[config.mk]
export PLATFORM = sky130hd
export DESIGN_NAME = acl_spi_reader
export DESIGN_NICKNAME = d
export VERILOG_FILES = /design/src/rtl/acl_spi_reader.sv
export SDC_FILE = /design/constraint.sdc
export NUM_CORES = 1
export LEC_CHECK = 0
export BUFFER_PORTS_ARGS = -buffer_cell sky130_fd_sc_hd__buf_4
export CORE_MARGIN = 1.5
export CORE_UTILIZATION = 44
export CTS_BUF_LIST = sky130_fd_sc_hd__clkbuf_4 sky130_fd_sc_hd__clkbuf_8
export CTS_CLUSTER_DIAMETER = 200
export DETAILED_ROUTE_END_ITERATION = 10
export RECOVER_POWER = 100
export SYNTH_ARGS = -nofsm -noshare
export SYNTH_HDL_FRONTEND = slang
export SYNTH_SLANG_ARGS = --single-unit
[constraint.sdc]
create_clock -name clk_4MHz -period 5.3 [get_ports clk_4MHz]
set_input_delay 0.265 -clock clk_4MHz [delete_from_list [all_inputs] [get_ports clk_4MHz]]
set_output_delay 0.265 -clock clk_4MHz [all_outputs]
set_load 0.01 [all_outputs]
[src/rtl/acl_spi_reader.sv]
// acl_spi_reader
// SPI mode-0 master for an ADXL362 accelerometer. After a power-on wait it
// writes POWER_CTL to enter measurement mode, then periodically burst-reads
// XDATA_L..ZDATA_H and presents sign-extended 12-bit samples with a one-cycle
// valid strobe. SCLK = clk/4; every output is registered.
//
// Ports:
//   clk_4MHz   in   system clock (only clock)
//   reset_n    in   asynchronous active-low reset
//   acl_miso   in   sensor MISO
//   acl_sclk   out  SPI clock, idles low
//   acl_mosi   out  SPI data to sensor, MSB first, 0 while receiving
//   acl_cs_n   out  chip select, active low
//   cfg_done   out  high once the configuration write has completed
//   busy       out  high whenever acl_cs_n is low
//   acc_x/y/z  out  16-bit signed samples (sign-extended 12-bit)
//   acc_temp   out  16-bit signed temperature (only with ACL_TEMP_EN)
//   data_valid out  one-cycle pulse when new samples are presented
//
// Optional feature macro: ACL_TEMP_EN (adds TL/TH to the burst and acc_temp).
module acl_spi_reader #(
  parameter int POR_WAIT      = 20000,
  parameter int SAMPLE_PERIOD = 40000,
  parameter int GAP_CYCLES    = 4
) (
  input  logic        clk_4MHz,
  input  logic        reset_n,
  input  logic        acl_miso,
  output logic        acl_sclk,
  output logic        acl_mosi,
  output logic        acl_cs_n,
  output logic        cfg_done,
  output logic        busy,
  output logic [15:0] acc_x,
  output logic [15:0] acc_y,
  output logic [15:0] acc_z,
`ifdef ACL_TEMP_EN
  output logic [15:0] acc_temp,
`endif
  output logic        data_valid
);

`ifdef ACL_TEMP_EN
  localparam int RX_BYTES = 8;
`else
  localparam int RX_BYTES = 6;
`endif
  localparam int CFG_BITS = 24;
  localparam int RX_W     = 8 * RX_BYTES;
  localparam int RD_BITS  = 16 + RX_W;
  localparam int TW       = 10;
  localparam int PORW     = $clog2(POR_WAIT + 1);
  localparam int PW       = $clog2(SAMPLE_PERIOD + 1);
  localparam int GW       = $clog2(GAP_CYCLES + 1);

  // Frame cycle index: 0 = CS setup, 1..4N = bits, 4N+1 = CS hold.
  localparam logic [TW-1:0]   CFG_LAST = TW'(4 * CFG_BITS + 1);
  localparam logic [TW-1:0]   RD_LAST  = TW'(4 * RD_BITS + 1);
  localparam logic [PORW-1:0] POR_LAST = PORW'(POR_WAIT - 1);
  localparam logic [PW-1:0]   PER_LAST = PW'(SAMPLE_PERIOD - 1);
  localparam logic [GW-1:0]   GAP_LAST = GW'(GAP_CYCLES - 1);
  localparam logic [23:0]     CFG_WORD = 24'h0A2D02;
  localparam logic [15:0]     RD_CMD   = 16'h0B0E;

  typedef enum logic [2:0] {
    ST_POR  = 3'd0,
    ST_CFG  = 3'd1,
    ST_GAP  = 3'd2,
    ST_WAIT = 3'd3,
    ST_READ = 3'd4,
    ST_DONE = 3'd5
  } state_t;

  function automatic logic [15:0] sext12(input logic [11:0] v);
    return {{4{v[11]}}, v};
  endfunction

  state_t          state_r, state_nxt_s;
  logic [TW-1:0]   tcnt_r, tcnt_nxt_s, bit_t_s, cap_t_s;
  logic [TW-3:0]   bit_idx_s;
  logic [PORW-1:0] por_cnt_r;
  logic [PW-1:0]   per_cnt_r;
  logic [GW-1:0]   gap_cnt_r;
  logic [RX_W-1:0] rx_r;
  logic            per_expired_s, capture_s;
  logic            cs_n_s, sclk_s, mosi_s, busy_s, cfg_done_s;
  logic            cs_n_r, sclk_r, mosi_r, busy_r, cfg_done_r, dv_r;
  logic [15:0]     acc_x_r, acc_y_r, acc_z_r;
  logic [7:0]      xl_s, xh_s, yl_s, yh_s, zl_s, zh_s;
  logic            unused_hi_s;

  assign per_expired_s = (per_cnt_r == PER_LAST);
  // Capture on the edge ending phase 2, data bits only (after the 16 command bits).
  assign cap_t_s   = tcnt_r - TW'(1);
  assign capture_s = (state_r == ST_READ) && (cap_t_s[1:0] == 2'd2) &&
                     (cap_t_s[TW-1:2] >= (TW-2)'(16));

  assign xl_s = rx_r[RX_W-1  -: 8];
  assign xh_s = rx_r[RX_W-9  -: 8];
  assign yl_s = rx_r[RX_W-17 -: 8];
  assign yh_s = rx_r[RX_W-25 -: 8];
  assign zl_s = rx_r[RX_W-33 -: 8];
  assign zh_s = rx_r[RX_W-41 -: 8];

`ifdef ACL_TEMP_EN
  logic [7:0]  tl_s, th_s;
  logic [15:0] acc_t_r;
  assign tl_s = rx_r[RX_W-49 -: 8];
  assign th_s = rx_r[RX_W-57 -: 8];
  // Upper nibbles of the high bytes carry no sample information.
  assign unused_hi_s = ^{xh_s[7:4], yh_s[7:4], zh_s[7:4], th_s[7:4]};
  assign acc_temp = acc_t_r;
`else
  // Upper nibbles of the high bytes carry no sample information.
  assign unused_hi_s = ^{xh_s[7:4], yh_s[7:4], zh_s[7:4]};
`endif

  // State register and frame cycle index.
  always_ff @(posedge clk_4MHz or negedge reset_n) begin
    if (!reset_n) begin
      state_r <= ST_POR;
      tcnt_r  <= {TW{1'b0}};
    end else begin
      state_r <= state_nxt_s;
      tcnt_r  <= tcnt_nxt_s;
    end
  end

  // Next-state and next frame index.
  always_comb begin
    state_nxt_s = state_r;
    case (state_r)
      ST_POR:  if (por_cnt_r == POR_LAST) state_nxt_s = ST_CFG;  else state_nxt_s = ST_POR;
      ST_CFG:  if (tcnt_r == CFG_LAST)    state_nxt_s = ST_GAP;  else state_nxt_s = ST_CFG;
      ST_GAP: begin
        if (gap_cnt_r == GAP_LAST) begin
          // An already-expired period skips WAIT so back-to-back reads keep the exact gap.
          if (per_expired_s) state_nxt_s = ST_READ; else state_nxt_s = ST_WAIT;
        end else begin
          state_nxt_s = ST_GAP;
        end
      end
      ST_WAIT: if (per_expired_s)         state_nxt_s = ST_READ; else state_nxt_s = ST_WAIT;
      ST_READ: if (tcnt_r == RD_LAST)     state_nxt_s = ST_DONE; else state_nxt_s = ST_READ;
      ST_DONE: state_nxt_s = ST_GAP;
      default: state_nxt_s = ST_POR;
    endcase
    if (((state_r == ST_CFG) || (state_r == ST_READ)) && (state_nxt_s == state_r)) begin
      tcnt_nxt_s = tcnt_r + TW'(1);
    end else begin
      tcnt_nxt_s = {TW{1'b0}};
    end
  end

  // Pin values decoded from the next state so the registered pins line up with state_r.
  always_comb begin
    cs_n_s    = 1'b1;
    sclk_s    = 1'b0;
    mosi_s    = 1'b0;
    bit_t_s   = tcnt_nxt_s - TW'(1);
    bit_idx_s = bit_t_s[TW-1:2];
    if ((state_nxt_s == ST_CFG) && (tcnt_nxt_s != {TW{1'b0}}) && (tcnt_nxt_s != CFG_LAST)) begin
      cs_n_s = 1'b0;
      sclk_s = (bit_t_s[1:0] >= 2'd2);
      mosi_s = CFG_WORD[5'd23 - bit_idx_s[4:0]];
    end else if ((state_nxt_s == ST_READ) && (tcnt_nxt_s != {TW{1'b0}}) && (tcnt_nxt_s != RD_LAST)) begin
      cs_n_s = 1'b0;
      sclk_s = (bit_t_s[1:0] >= 2'd2);
      if (bit_idx_s < (TW-2)'(16)) mosi_s = RD_CMD[4'd15 - bit_idx_s[3:0]];
      else                         mosi_s = 1'b0;
    end else if ((state_nxt_s == ST_CFG) || (state_nxt_s == ST_READ)) begin
      cs_n_s = 1'b0;
    end else begin
      cs_n_s = 1'b1;
    end
    busy_s     = ~cs_n_s;
    cfg_done_s = cfg_done_r | ((state_r == ST_CFG) && (state_nxt_s == ST_GAP));
  end

  // Power-on, sample-period and inter-frame gap counters.
  always_ff @(posedge clk_4MHz or negedge reset_n) begin
    if (!reset_n) begin
      por_cnt_r <= {PORW{1'b0}};
      per_cnt_r <= {PW{1'b0}};
      gap_cnt_r <= {GW{1'b0}};
    end else begin
      if (state_r == ST_POR) por_cnt_r <= por_cnt_r + PORW'(1);
      else                   por_cnt_r <= {PORW{1'b0}};
      if ((state_nxt_s == ST_READ) && (state_r != ST_READ)) per_cnt_r <= {PW{1'b0}};
      else if (!per_expired_s)                              per_cnt_r <= per_cnt_r + PW'(1);
      else                                                  per_cnt_r <= per_cnt_r;
      // DONE counts as the first CS-high cycle after a read.
      if ((state_r == ST_DONE) || (state_r == ST_GAP)) gap_cnt_r <= gap_cnt_r + GW'(1);
      else                                             gap_cnt_r <= {GW{1'b0}};
    end
  end

  // MISO shift register; every read overwrites all RX_W bits.
  always_ff @(posedge clk_4MHz or negedge reset_n) begin
    if (!reset_n) rx_r <= {RX_W{1'b0}};
    else if (capture_s) rx_r <= {rx_r[RX_W-2:0], acl_miso};
    else rx_r <= rx_r;
  end

  // Registered outputs; samples latch one cycle after DONE together with data_valid.
  always_ff @(posedge clk_4MHz or negedge reset_n) begin
    if (!reset_n) begin
      cs_n_r     <= 1'b1;
      sclk_r     <= 1'b0;
      mosi_r     <= 1'b0;
      busy_r     <= 1'b0;
      cfg_done_r <= 1'b0;
      dv_r       <= 1'b0;
      acc_x_r    <= 16'h0000;
      acc_y_r    <= 16'h0000;
      acc_z_r    <= 16'h0000;
`ifdef ACL_TEMP_EN
      acc_t_r    <= 16'h0000;
`endif
    end else begin
      cs_n_r     <= cs_n_s;
      sclk_r     <= sclk_s;
      mosi_r     <= mosi_s;
      busy_r     <= busy_s;
      cfg_done_r <= cfg_done_s;
      if (state_r == ST_DONE) begin
        dv_r    <= 1'b1;
        acc_x_r <= sext12({xh_s[3:0], xl_s});
        acc_y_r <= sext12({yh_s[3:0], yl_s});
        acc_z_r <= sext12({zh_s[3:0], zl_s});
`ifdef ACL_TEMP_EN
        acc_t_r <= sext12({th_s[3:0], tl_s});
`endif
      end else begin
        dv_r <= 1'b0;
      end
    end
  end

  assign acl_cs_n   = cs_n_r;
  assign acl_sclk   = sclk_r;
  assign acl_mosi   = mosi_r;
  assign busy       = busy_r;
  assign cfg_done   = cfg_done_r;
  assign data_valid = dv_r;
  assign acc_x      = acc_x_r;
  assign acc_y      = acc_y_r;
  assign acc_z      = acc_z_r;

endmodule
# ---- Word-level counts from Yosys, hierarchy flattened
# Memories as Yosys holds them, arrays and structs flattened.
# Index checks and enable logic that the tools add are counted.
dict set report op_classes {
  n_mux 22
  add_sub_neg 8
  magnitude_cmp 5
  n_reduce_logical 14
  n_bitwise 2
  eq_ne 19
}
# op n
set ops {}
lappend ops {{two-way mux 16 bit} 2}
lappend ops {{subtractor 10 x 1 -> 10 bit, second input constant} 2}
lappend ops {{one-hot mux 3 bit (6 select lines)} 1}
lappend ops {{adder 16 x 1 -> 16 bit, second input constant} 1}
lappend ops {{== test 16 bit, second input constant} 1}
lappend ops {{adder 15 x 1 -> 15 bit, second input constant} 1}
lappend ops {{== test 15 bit, second input constant} 1}
lappend ops {{two-way mux 15 bit} 1}
lappend ops {{two-way mux 1 bit} 13}
lappend ops {{== test 3 x 2 -> 1 bit, second input constant} 4}
lappend ops {{adder 10 x 1 -> 10 bit, second input constant} 1}
lappend ops {{== test 10 x 7 -> 1 bit, second input constant} 1}
lappend ops {{== test 10 x 9 -> 1 bit, second input constant} 1}
lappend ops {{two-way mux 10 bit} 1}
lappend ops {{!= test 10 x 7 -> 1 bit, second input constant} 1}
lappend ops {{!= test 10 x 9 -> 1 bit, second input constant} 1}
lappend ops {{nonzero test 10 bit} 1}
lappend ops {{== test 3 bit, second input constant} 3}
lappend ops {{logical AND 1 bit} 9}
lappend ops {{two-way mux 3 bit} 3}
lappend ops {{>= comparator 8 x 5 -> 1 bit, second input constant} 1}
lappend ops {{less-than comparator 8 x 5 -> 1 bit, second input constant} 1}
lappend ops {{== test 3 x 1 -> 1 bit, second input constant} 2}
lappend ops {{less-than comparator 5 x 6 -> 1 bit, second input constant} 1}
lappend ops {{14 further kinds} 16}
dict set report totals {
  mem_count 2
  mem_bits_ro 48
  out_inout_bits 54
  register_bits 137
  in_bits 3
  word_cells 87
}
# memory words width rd rd_clocked_by_memory_dff wr line_no
set mem_list {}
lappend mem_list {{(name not given)} 32 1 1 0 0 165} ;# mosi_s = CFG_WORD[5'd23 - bit_idx_s[4:0]];
lappend mem_list {{(name not given)} 16 1 1 0 0 169} ;# if (bit_idx_s < (TW-2)'(16)) mosi_s = RD_CMD[4'd15 - bit_idx_s[3:0]];

# ---- Longest topological paths before layout
# Gate-level depths: netlist of the first run.
dict set report logic_depth {
  ltp_word 14
  depth_mapped 14
  depth_no_buf 13
}

# ---- Least setup slack after synthesis of the first run
# OpenSTA, ideal clock, no wires.
dict set report synth_timing {
  path_kind {flip-flop to flip-flop}
  startpoint {reg tcnt_r[2]}
  endpoint {reg mosi_r, in the netlist acl_mosi}
  synth_period_minus_slack_ns 3.016
  t_required_ns 5.173
  slack_ns 2.284
  path_buffers 1
  arrival_ns 2.888
  setup_ns 0.127
  stages_incl_launch_ff 12
  path_cell_list {dfrtp_1 or3_4 or4_4 a22o_1 nand2_1 ha_1 clkbuf_1 nor4_1 o41ai_1 nand4_1 a22oi_1 o21ai_1}
}
dict set report synth_between {
  elab_chain_cells 13
  word_cells_on_any_way 29
  classes_between {add/sub (4); order compare (1); eq/ne (7); mux (9); reduce/logical (6); memory (2)}
}
# element line_no
set synth_lines {}
lappend synth_lines {{start: declaration} 79} ;# logic [TW-1:0] tcnt_r, tcnt_nxt_s, bit_t_s, cap_t_s;
lappend synth_lines {{start signal: assignment} 122} ;# tcnt_r <= {TW{1'b0}};
lappend synth_lines {{start signal: assignment} 125} ;# tcnt_r <= tcnt_nxt_s;
lappend synth_lines {{== test 10 x 9 -> 1 bit / == test 10 x 7 -> 1 bit (equally long branches)} {144, 134}}
lappend synth_lines {{two-way mux 1 bit / two-way mux 2 bit (equally long branches)} {144, 134}}
lappend synth_lines {{one-hot mux 3 bit (6 select lines)} 132} ;# case (state_r)
lappend synth_lines {{== test 3 bit} 148} ;# if (((state_r == ST_CFG) || (state_r == ST_READ)) && (state_nxt_s == state_r)) begin
lappend synth_lines {{logical AND 1 bit} 148}
lappend synth_lines {{two-way mux 10 bit} 148}
lappend synth_lines {{subtractor 10 x 1 -> 10 bit} 160} ;# bit_t_s = tcnt_nxt_s - TW'(1);
lappend synth_lines {{subtractor 4 bit} 169}
lappend synth_lines {{memory read (16 x 1 bit)} --}
lappend synth_lines {{two-way mux 1 bit (implied by the code)} 169}
lappend synth_lines {{two-way mux 1 bit} 169}
lappend synth_lines {{two-way mux 1 bit} 166} ;# end else if ((state_nxt_s == ST_READ) && (tcnt_nxt_s != {TW{1'b0}}) && (tcnt_nxt_s != RD_LAST)) begin
lappend synth_lines {{two-way mux 1 bit *} 162} ;# if ((state_nxt_s == ST_CFG) && (tcnt_nxt_s != {TW{1'b0}}) && (tcnt_nxt_s != CFG_LAST)) begin
lappend synth_lines {{via mosi_s} 86} ;# logic cs_n_s, sclk_s, mosi_s, busy_s, cfg_done_s;
lappend synth_lines {{end signal: assignment} 223} ;# mosi_r <= mosi_s;
lappend synth_lines {{end: declaration} 87} ;# logic cs_n_r, sclk_r, mosi_r, busy_r, cfg_done_r, dv_r;
# Mark *: on every way through the listed nets, which the timed path passes. The rest lies on a longest branch. The select of a mux whose other input is x is not followed.
# A chain may end at the register's enable or synchronous reset.

# ---- Worst setup path in the final report of the first run
dict set report layout_timing {
  startpoint {reg tcnt_r[2]}
  endpoint {reg rx_r[5]}
}
dict set report layout_between {
  elab_chain_cells 3
}
# element line_no
set layout_lines {}
lappend layout_lines {{subtractor 10 x 1 -> 10 bit} 94} ;# assign cap_t_s = tcnt_r - TW'(1);
lappend layout_lines {{>= comparator 8 x 5 -> 1 bit} 96} ;# (cap_t_s[TW-1:2] >= (TW-2)'(16));
lappend layout_lines {{logical AND 1 bit} 95} ;# assign capture_s = (state_r == ST_READ) && (cap_t_s[1:0] == 2'd2) &&
lappend layout_lines {{end signal: assignment} 200} ;# if (!reset_n) rx_r <= {RX_W{1'b0}};
lappend layout_lines {{end signal: assignment} 201} ;# else if (capture_s) rx_r <= {rx_r[RX_W-2:0], acl_miso};
lappend layout_lines {{end signal: assignment} 202} ;# else rx_r <= rx_r;
lappend layout_lines {{end: declaration} 84} ;# logic [RX_W-1:0] rx_r;
# No other way between the ends.

==> results by group, run 1 <==
Clock tree
  • CTS tree: done
  • Setup Fix Bufs, Post-CTS: 0
  • Clk sinks: 137
  • Number of levels in the clock H-tree: 4
  • Maximum clock insertion buffer count: 2
  • Total clock buffers created by CTS: 17
  • Insertion delay to the later sink of the worst-skew pair: around 450 ps
  • CTS clock-pin slew for the worst setup and hold paths: 80 ps
  • CTS Root Cell: clkbuf_8

Routing
  • First-pass iteration count of the detailed router: 4
  • Routed via count divided by cell count: 5.34
  • Final routed wire length divided by cell count: roughly 15 um
  • Remaining number of nets flagged by the antenna check after routing: 0
  • Total number of vias: 4643
  • Initial DRC count: 181
  • Post-route DRC violation count: 0
  • Post-detailed-routing wire length: 13.1 mm

Power
  • Total power draw: 2020 uW
  • Cell leakage power: 0.00339 uW
  • Ratio of total power to cell area: 284 mW/mm2
  • IR drop worst, VDD: between 0.00015 and 0.0002 V

Synthesis
  • Area leader, netlist: dfrtp_1
  • Synth cell types: 56
  • Part of the Yosys area used for sequential elements: 53.4%
  • Mean instance size in the synthesized netlist: just over 10 um2
  • Warnings from Yosys: 0
  • Post-Syn Area: 0.00642 mm2
  • Number of enable-type register cells in the synthesized netlist: 0
  • Fraction of registers with async set/reset: 100%
  • Most used DFF post-synth: dfrtp_1
  • Total of flip-flops plus latches after synthesis: 137
  • Share of the synthesized area in the top cell type: 53.0%
  • Syn nets: approximately 650
  • Post-Syn Instances: 633
  • Cells taking the most area after synthesis: dfrtp_1 (53%), mux2_2 (8.4%), nand2_1 (8.2%), nor2_1 (3.2%), xnor2_1 (3.0%)

Job
  • Max-cap viol count: 3

Critical path
  • Cells along the critical path: or3_1 > nor2_1 > a22oi_1 > o211ai_1 > clkbuf_1 > mux2_2
  • Delay of the slowest cell on the worst path: 1740 ps
  • Data arrival time of the worst path: 4390 ps
  • FF-to-FF End: rx_r[5]$_DFFE_PN0P_
  • Cell type of the slowest stage on the worst timing path: clkbuf_1
  • R2R cell count: 6
  • Source of the critical timing path: tcnt_r[2]$_DFF_PN0_
  • CP Class: register to register
  • Capturing element of the worst setup path: rx_r[5]$_DFFE_PN0P_
  • CP Capture Type: register
  • FF-to-FF Start: tcnt_r[2]$_DFF_PN0_
  • CP Launch Type: register
  • Highest net fanout along the worst path: 44
  • Required time at the worst-slack endpoint: 5620 ps
  • Flop-to-flop setup slack: 1230 ps

Timing
  • Worst clock skew: between 10 and 15 ps
  • Shortest clock period the worst path allows after layout: 4070 ps
  • Period utilisation layout: 76.8%
  • Final setup TNS: 0 ps
  • Actual slew at the worst max-slew pin: between 2000 and 2500 ps
  • Final-report hold violation count: 0
  • Max-Slew Margin vs Limit: -58.1%
  • Maximum frequency from static timing analysis: 0.246 GHz
  • Slew Viols, Final: between 150 and 200
  • RSZ-0062 raised after global routing: false
  • Number of setup violations in the final report: 0

Die
  • Core area: 0.0140 mm2
  • I/O pin count: 57
  • Die outline area: 0.0153 mm2
  • Initial Utilization: a little under half
  • Cell Rows: 43
  • Y dimension of the die: 124 um
  • Die extent in x: 124 um

Place
  • Number of buffers inserted by port buffering: 56
  • Routability congestion estimate: around 0.88
  • Sum of net half-perimeters after detailed placement: 8.65 mm
  • Dpl cells: 836

Cells and area
  • Layout cells sized above 1: 12.5%
  • Diode insertion count for antenna repair: 0
  • Final net count: a little under 700
  • Filler Cells Inserted: about 1300
  • Number of non-filler instances in the completed layout: between 800 and 900
  • Area added between synthesis and finish: 10.8%

Global routing
  • Vias in the first global route: 4533
  • GRT Residual Overflow: 0
  • Global-route wire length before repair: 21.4 mm
  • Number of antenna violations at the first check in global routing: 0
  • Total Routing Usage GR: about 18%
  • Largest net degree at the start of global routing: 97

Status
  • Outcome: complete, but fails checks
  • Violations in the final reports: max-capacitance violations, max-slew violations

Worst hold path
  • Hold WC Path Type: primary input to register
-- report_power, final --
part	leakage (uW)	internal, uW	total, uW	switching [uW]
registers	0.00188	1040	1050	0.243
clock network	0.000212	528	950	422
logic	0.00130	1.95	21.9	20.0
total	0.00339	1580	2020	442
-- synth_stat cells (3+ instances only) --
cell type / number
nand2_1: 141
dfrtp_1: 136
nor2_1: 55
mux2_2: 48
xnor2_1: 22
nand3_1: 20
inv_1: 17
buf_4: 13
clkbuf_1: 13
xor2_1: 13
o21ai_0: 12
a21oi_1: 11
nand4_1: 11
ha_1: 10
nor3_1: 10
or3_1: 9
buf_2: 7
nor4_1: 7
a211oi_1: 5
and3_1: 5
and2_1: 4
nand2b_1: 4
nor2b_1: 4
o211ai_1: 4
a211o_1: 3
a22oi_1: 3
a31oi_1: 3
and4_1: 3
buf_1: 3
mux2i_1: 3
nand3b_1: 3
-- area by class of cell --
cell class                 instances  area [um2]  area share [%]
multi-input combinational        443        2710            38.1
inverter                          17        63.8           0.897
tap                              180         225            3.17
clock buffer                      19         249            3.50
sequential                       137        3430            48.2
timing repair buffer              60         240            3.38
clock inverter                    13         193            2.71
-- state kept, by name (all words and copies together) (netlist names) --
name,cells
per_cnt_r,16
acl_mosi,1
state_r,3
gap_cnt_r,3
acc_x,12
acl_cs_n,1
tcnt_r,10
cfg_done,1
acl_sclk,1
por_cnt_r,15
busy,1
acc_z,12
data_valid,1
acc_y,12
rx_r,48
-- kinds of logic after synthesis --
kind of cell,after synthesis,share of synthesized area (%)
buffers and inverters,53,3.99
DFF,137,53.4
adders and majority gates,10,1.95
muxes,51,8.88
and+or+nand+nor,282,19.6
xor gates and xnor gates,36,5.03
AOI/OAI and AO/OA,64,7.13
-- metrics by stage --
stage / setup WS (ps) / instance area (um2) / hold WS [ps] / util (%)
2_1_floorplan: 2280 / 6420 / -30.6 / -
3_3_place_gp: 1690 / 6900 / 420 / 49.1
3_5_place_dp: 1570 / 6900 / 432 / 49.1
4_1_cts: 1530 / 7350 / 33.8 / 52.4
5_1_grt: 888 / 7110 / 33.2 / 50.7
6_report: 1230 / 7110 / 64.6 / 50.7
-- critical path, delay by kind of cell (launching register included) --
| family | cells | cell delay (ps) |
|---|---|---|
| AO/OA/AOI/OAI | 2 | 570 |
| multiplexers | 1 | 470 |
| buffers and inverters | 1 | 1740 |
| AND/OR/NAND/NOR | 2 | 620 |
| flip-flops | 1 | 520 |
-- routing by layer --
metal	up-vias	track usage, %	routed length, um
met3	21	4.81	673
met1	2268	22.6	5960
met4	0	7.69	233
li1	2234	-	-
met2	120	29.2	6250
met5	-	0	0
-- cells in the final DEF, fill, tap and decap left out, drive strengths merged, types with 13 or more instances in the layout --
cell type    n
mux2        48
nor2        55
xor2        13
dfrtp      136
inv         20
nand2      141
o21ai       13
nand3       20
clkbuf      76
xnor2       23
-- timing repair --
action                                 CTS  global route
endpoints found under the hold margin   94             0
hold buffers                             1             0
resized for setup                        0             0
-- how the worst min path moves through the flow --
| stage | slack [ps] | cells after the start | end | startpoint |
|---|---|---|---|---|
| after floorplan | -30 | 0 | acc_x[0]$_DFFE_PN0P_ | reset_n |
| after global placement | 420 | 1 | acc_x[4]$_DFFE_PN0P_ | reset_n |
| after detailed placement | 430 | 1 | acc_x[4]$_DFFE_PN0P_ | reset_n |
| after CTS | 30 | 2 | rx_r[0]$_DFFE_PN0P_ | acl_miso |
| after global routing | 30 | 2 | rx_r[0]$_DFFE_PN0P_ | acl_miso |
| final | 60 | 2 | rx_r[0]$_DFFE_PN0P_ | acl_miso |
Note: power is estimated with default switching activity, not from simulation.
==> inputs of run 2 (changes only) <==
--- a/config.mk
+++ b/config.mk
@@ -5,6 +5,7 @@
 export SDC_FILE = /design/constraint.sdc
 export NUM_CORES = 1
 export LEC_CHECK = 0
+export ABC_AREA = 1
 export BUFFER_PORTS_ARGS = -buffer_cell sky130_fd_sc_hd__buf_4
 export CORE_MARGIN = 1.5
 export CORE_UTILIZATION = 44
==> constraint.sdc (replaced) <==
create_clock -name clk_4MHz -period 3.48 [get_ports clk_4MHz]
set_input_delay 0.174 -clock clk_4MHz [delete_from_list [all_inputs] [get_ports clk_4MHz]]
set_output_delay 0.174 -clock clk_4MHz [all_outputs]
set_load 0.01 [all_outputs]
==> results by group, run 2 <==
Synthesis
  • Fraction of the mapped netlist area in compound gates: 10.4%
  • Most used DFF post-synth: dfrtp_1
  • Cells taking the most area after synthesis: dfrtp_1 (53%), nand2_1 (11%), o21ai_0 (7.1%), inv_1 (6.3%), nor2_1 (4.6%)
  • Mean instance size in the synthesized netlist: 8.25 um2
  • Area leader, netlist: dfrtp_1
  • Post-Syn Instances: roughly 770
  • Total of flip-flops plus latches after synthesis: 137
  • Fraction of registers with async set/reset: 100%
  • XOR/XNOR share of the synthesized area: under 10%
  • Post-Syn Area: 0.00639 mm2
  • Warnings from Yosys: 0
  • Number of enable-type register cells in the synthesized netlist: 0
  • Share of synthesized cell area in and, or, nand and nor gates: 22.4%
  • Post-synthesis adder-cell area fraction: 1.96%
  • Commonest cells in the synthesized netlist: nand2_1 (182), dfrtp_1 (136), inv_1 (108)
  • Part of the Yosys area used for sequential elements: 53.7%
  • Dominant combinational cell family by area after synthesis: simple AND/OR/NAND/NOR gates
  • Synth cell types: 35
  • Syn nets: just under 800
  • Portion of netlist area occupied by mux cells: less than 1%
  • Library cell with the highest instance count after synthesis: nand2_1
  • Share of the synthesized area in the top cell type: 53.3%

Timing
  • Shortest clock period the worst path allows after layout: 3050 ps
  • RSZ-0062 raised after global routing: false
  • Final setup TNS: 0 ps
  • Slew Viols, Final: 100
  • Maximum frequency from static timing analysis: 0.328 GHz
  • Fin Hold WS: 450 ps
  • Worst clock skew: 14.7 ps
  • Actual slew at the worst max-slew pin: 2420 ps
  • Final-report hold violation count: 0
  • Number of setup violations in the final report: 0
  • Max-Slew Margin vs Limit: -61.6%
  • Period utilisation layout: 87.7%

Worst hold path
  • Hold path depth: 1
  • Origin of the worst min-delay path: gap_cnt_r[0]$_DFF_PN0_
  • Hold WC Path Type: register to register
  • Hold worst-path end: gap_cnt_r[0]$_DFF_PN0_

Critical path
  • Flop-to-flop setup slack: 430 ps
  • Cell type of the slowest stage on the worst timing path: dfrtp_1
  • Cells along the critical path: ha_1 > nand3_1 > nor2_1 > nand2_1 > nand2_2 > nand3_2 > o21ai_2 > nand2_1 > nor2_2 > buf_4 > nand2_1 > ha_1 > inv_1 > nand3_1 > nand2_1 > inv_1 > nand3_1 > nand2_1 > nand2_1 > nand2_1 > nand3_1 > nand2_1 > nand2_1 > nand2_1
  • CP Class: register to register
  • Required time at the worst-slack endpoint: 3800 ps
  • Most used cell, CP: nand2_1
  • Data arrival time of the worst path: 3370 ps
  • CP Launch Type: register
  • Highest net fanout along the worst path: 11
  • CP Capture Type: register
  • R2R cell count: 24
  • Delay of the slowest cell on the worst path: approximately 380 ps
  • Source of the critical timing path: per_cnt_r[1]$_DFFE_PN0P_
  • FF-to-FF End: acl_mosi$_DFF_PN0_
  • FF-to-FF Start: per_cnt_r[1]$_DFFE_PN0P_

Place
  • Routability congestion estimate: 0.867
  • Sum of net half-perimeters after detailed placement: 9.07 mm
  • Number of buffers inserted by port buffering: 56

Status
  • Outcome: complete, but fails checks
  • Violations in the final reports: max-capacitance violations, max-slew violations

Job
  • Max-cap viol count: 1

Routing
  • Routed via count divided by cell count: 4.93
  • Final routed wire length divided by cell count: between 10 and 15 um
  • Total number of vias: 5053
  • Remaining number of nets flagged by the antenna check after routing: 0
  • First-pass iteration count of the detailed router: 5
  • Post-detailed-routing wire length: ~13 mm
  • Wire length on met3: 534 um
  • Met1 wire length: 5.99 mm
  • Initial DRC count: 465
  • Wire length on met2: 5.96 mm
  • Post-route DRC violation count: 0
  • Top layer in use: met4

Clock tree
  • CTS tree: done
  • Insertion delay to the later sink of the worst-skew pair: around 440 ps
  • CTS clock-pin slew for the worst setup and hold paths: 80 ps
  • CTS Root Cell: clkbuf_8
  • Clk sinks: between 100 and 150
  • Total clock buffers created by CTS: 17
  • Number of levels in the clock H-tree: 4
  • Maximum clock insertion buffer count: 2

Cells and area
  • Top reg by flops: rx_r
  • Highest-count cells in the layout ignoring fill and taps: nand2_1 (183), dfrtp_1 (136), inv_1 (111)
  • Layout cells sized above 1: under 10%
  • Commonest non-fill, non-tap cell in the layout: nand2_1
  • Final net count: approximately 840
  • Diode insertion count for antenna repair: 0
  • Final Util: 50.5%
  • Registers with the highest flip-flop counts: rx_r x48, per_cnt_r x16, por_cnt_r x15
  • Area added between synthesis and finish: 11.1%
  • Number of flip-flops in the largest register: 48

Die
  • Initial Utilization: about 45%
  • Die outline area: between 0.015 and 0.02 mm2
  • Die extent in x: 123 um
  • Y dimension of the die: roughly 120 um
  • Core area: 0.0140 mm2
  • Cell Rows: 43
  • I/O pin count: 57

Power
  • Ratio of total power to cell area: 406 mW/mm2
  • IR drop worst, VDD: approximately 0.00024 V
  • Cell leakage power: 0.00348 uW

Global routing
  • GRT Residual Overflow: 0
  • Vias in the first global route: 4893
  • Global-route wire length before repair: between 20 and 25 mm
  • Number of antenna violations at the first check in global routing: 0
  • Largest net degree at the start of global routing: 100
  • Total Routing Usage GR: a little under a fifth
run 2: cell count changes after synthesis, sizes merged, moves of 5 or more:
cell and delta:
a21oi +8, and2 -5, buf -8, inv +105, mux2 -45, nand2 +44
nand3 +13, nor2 +28, nor3 +6, nor3b +5, o21ai +82, or3 -10
xnor2 -22, xor2 -6
run 2: worst max-delay path by stage:
stage / slack (ps) / cells after the start / end
after CTS: 490 / 24 / acl_mosi$_DFF_PN0_
after floorplan: 870 / 24 / acl_mosi$_DFF_PN0_
after global placement: 660 / 24 / acl_mosi$_DFF_PN0_
final: 430 / 24 / acl_mosi$_DFF_PN0_
after global routing: 80 / 26 / acl_mosi$_DFF_PN0_
after detailed placement: 510 / 24 / acl_mosi$_DFF_PN0_
run 2: timing repair:
action,in CTS,in global routing
resized for setup,0,0
hold endpoints to repair,97,0
hold buffers,2,0
setup buffers,0,0
setup endpoints to repair,0,0
run 2: cell type report:
| class | instances | area, um2 |
|---|---|---|
| Multi-Input combinational cell | 483 | 2310 |
| Clock inverter | 12 | 113 |
| Sequential cell | 137 | 3430 |
| Clock buffer | 20 | 275 |
| Fill cell | 1343 | 6950 |
| Timing Repair Buffer | 70 | 288 |
| Inverter | 122 | 458 |
| Tap cell | 180 | 225 |
run 2: cells by family (layout without fill, tap and decap cells):
logic type | Yosys count | in the layout
muxes | 3 | 3
adders and majority gates | 10 | 10
xor gates and xnor gates | 8 | 8
AOI/OAI and AO/OA | 124 | 124
and+or+nand+nor | 338 | 338
buffers and inverters | 154 | 224
DFF | 137 | 137
run 2: critical path, delay by kind of cell (launching register included):
| family | cells | cell delay, ps |
|---|---|---|
| buffers and inverters | 3 | 330 |
| flip-flops | 1 | 380 |
| adder cells (fa/ha/maj) | 2 | 480 |
| AO/OA/AOI/OAI | 1 | 160 |
| AND/OR/NAND/NOR | 18 | 1590 |
run 2: power by group:
group	total, uW	internal [uW]	leakage, uW	switching [uW]
Clock	1260	629	0.000196	628
Combinational	34.5	3.59	0.00140	30.9
Sequential	1590	1590	0.00188	0.135
Total	2880	2220	0.00348	659
run 2: routing by layer:
metal  global-route usage [%]  vias to the layer above
met3                     5.54                       16
met5                        0                        -
met2                     29.1                       98
li1                         -                     2551
met4                     6.03                        0
met1                     23.4                     2388
run 2: per-stage QoR:
step	setup slack, ps	std cells	power, uW	area [um2]
floorplan	875	774	1620	6390
global placement	662	990	1660	6950
detailed placement	512	990	1660	6950
CTS	486	1024	2920	7360
global route	76.0	1024	3010	7100
finish	428	1024	2880	7100
==> inputs of run 3 (changes only) <==
--- a/config.mk
+++ b/config.mk
@@ -8,11 +8,11 @@
 export ABC_AREA = 1
 export BUFFER_PORTS_ARGS = -buffer_cell sky130_fd_sc_hd__buf_4
 export CORE_MARGIN = 1.5
-export CORE_UTILIZATION = 44
+export CORE_UTILIZATION = 56
 export CTS_BUF_LIST = sky130_fd_sc_hd__clkbuf_4 sky130_fd_sc_hd__clkbuf_8
 export CTS_CLUSTER_DIAMETER = 200
 export DETAILED_ROUTE_END_ITERATION = 10
-export RECOVER_POWER = 100
+export PLACE_DENSITY = 0.79
 export SYNTH_ARGS = -nofsm -noshare
 export SYNTH_HDL_FRONTEND = slang
 export SYNTH_SLANG_ARGS = --single-unit
==> results by group, run 3 (synthesized netlist as in run 2, its figures left out) <==
Status
  • Outcome: completed

Cells and area
  • Final Util: 66.9%
  • Registers with the highest flip-flop counts: rx_r x48, per_cnt_r x16, por_cnt_r x15
  • Final net count: 842
  • Top reg by flops: rx_r
  • Diode insertion count for antenna repair: 0
  • Area taken by flip-flops and latches: 0.00343 mm2
  • Area added between synthesis and finish: 15.1%
  • Layout cells sized above 1: 15.8%
  • Commonest non-fill, non-tap cell in the layout: nand2_1
  • Filler Cells Inserted: 890
  • Number of flip-flops in the largest register: 48
  • Number of non-filler instances in the completed layout: 982
  • Area occupied by multi-input gates: about 0.0023 mm2
  • Highest-count cells in the layout ignoring fill and taps: nand2_1 (182), dfrtp_1 (136), inv_1 (108)
  • Layout Cell Area excl Fill: 0.00735 mm2

Routing
  • Top layer in use: met4
  • Remaining number of nets flagged by the antenna check after routing: 0
  • Final routed wire length divided by cell count: roughly 13 um
  • Routed via count divided by cell count: approximately 5.1
  • Post-detailed-routing wire length: 12.4 mm
  • Post-route DRC violation count: 0
  • Met1 wire length: 5.55 mm
  • Total number of vias: 5024
  • Wire length on met3: between 500 and 600 um
  • Wire length on met2: 6.12 mm
  • First-pass iteration count of the detailed router: 5
  • Initial DRC count: 320

Die
  • Cell Rows: 38
  • Die outline area: 0.0121 mm2
  • Die extent in x: 110 um
  • Core area: 0.0110 mm2
  • I/O pin count: 57
  • Initial Utilization: approximately three fifths
  • Y dimension of the die: 110 um

Clock tree
  • Insertion delay to the later sink of the worst-skew pair: 440 ps
  • CTS Root Cell: clkbuf_8
  • Setup Fix Bufs, Post-CTS: 0
  • CTS clock-pin slew for the worst setup and hold paths: ~70 ps
  • Maximum clock insertion buffer count: 2
  • Cts-stage hold buffer count: 2
  • CTS tree: done
  • Post-CTS resize count: 0
  • Total clock buffers created by CTS: 17
  • Clk sinks: approximately 140
  • Number of levels in the clock H-tree: 4

Power
  • IR drop worst, VDD: 0.000382 V
  • Cell leakage power: 0.00376 uW
  • Ratio of total power to cell area: 417 mW/mm2

Critical path
  • Source of the critical timing path: state_r[0]$_DFF_PN0_
  • Data arrival time of the worst path: 3190 ps
  • Required time at the worst-slack endpoint: 3820 ps
  • CP Class: register to register
  • FF-to-FF Start: state_r[0]$_DFF_PN0_
  • CP Capture Type: register
  • Flop-to-flop setup slack: about 630 ps
  • Highest net fanout along the worst path: 17
  • CP Launch Type: register

Timing
  • Number of setup violations in the final report: 0
  • Shortest clock period the worst path allows after layout: 2850 ps
  • Period utilisation layout: 81.9%
  • Final setup TNS: 0 ps
  • Final-report hold violation count: 0
  • Actual slew at the worst max-slew pin: 1050 ps
  • Max-Slew Margin vs Limit: 30.1%
  • RSZ-0062 raised after global routing: false
  • Slew Viols, Final: 0
  • Worst clock skew: 12.7 ps
  • Maximum frequency from static timing analysis: 0.351 GHz
  • Fin Hold WS: between 400 and 500 ps

Place
  • Instance area after placement: 0.00689 mm2
  • Number of buffers inserted by port buffering: 56
  • Routability congestion estimate: 0.911
  • Dpl cells: 948
  • Sum of net half-perimeters after detailed placement: 8.78 mm

Worst hold path
  • Hold WC Path Type: primary input to asynchronous set/reset pin

Global routing
  • Total Routing Usage GR: 22.8%
  • Largest net degree at the start of global routing: between 100 and 150
  • GRT Residual Overflow: 0
  • Vias in the first global route: 4855
  • Global-route wire length before repair: 21.2 mm
  • Number of antenna violations at the first check in global routing: 0

Job
  • Max-cap viol count: 0
-- run 3: changes by cell type in the layout (fill, tap and decap cells not counted), sizes merged --
cell      change
buf          +64
bufinv        +3
clkbuf       -63
clkinv        -5
clkinvlp      -1
-- run 3: final timing paths --
path / to / depth (start not counted)
worst min register to register: gap_cnt_r[0]$_DFF_PN0_ / 1
worst min-delay path: per_cnt_r[6]$_DFFE_PN0P_ / 2
min in group clk_4MHz: gap_cnt_r[0]$_DFF_PN0_ / 1
worst max register to register: acl_mosi$_DFF_PN0_ / 21
max in group asynchronous: acl_cs_n$_DFF_PN1_ / 3
worst max-delay path: acl_mosi$_DFF_PN0_ / 21
-- run 3: area by class of cell --
class / count / share of cell area [%]
sequential: 137 / 46.7
multi-input combinational: 483 / 31.6
clock inverter: 9 / 2.21
inverter: 122 / 6.23
tap: 140 / 2.38
timing repair buffer: 68 / 7.07
clock buffer: 23 / 3.80
-- run 3: critical path, cell delays in order, from the launching register on --
cell     delay, ps
dfrtp_1        420
inv_2          110
nand3_2        280
nor2_1         200
nand3_1         90
nand2_1        110
nor2_2          70
nand2_1         50
nand2_1         60
nor2_2         180
nand2_1        130
ha_1           250
nand2_1        120
nand2_1         80
inv_1           90
nand3_1        120
inv_2           90
nand3_1         70
nand3_1         90
nand2_1         50
nand2_1         50
nand2_1         40
-- run 3: metal layers --
layer	GRT usage [%]	vias up
met5	0	-
met4	6.86	0
met3	6.52	21
met2	38.9	104
met1	28.1	2357
li1	-	2542
-- run 3: power by group --
group | total [uW] | internal, uW | switching (uW)
Sequential | 1590 | 1590 | 0.189
Combinational | 35.0 | 4.91 | 30.1
Clock | 1440 | 837 | 602
-- run 3: through the flow --
step | setup slack, ps | total power [uW]
after floorplan | 875 | 1620
after global placement | 791 | 1660
after detailed placement | 657 | 1660
after CTS | 638 | 3100
after global routing | 328 | 3170
final | 629 | 3070
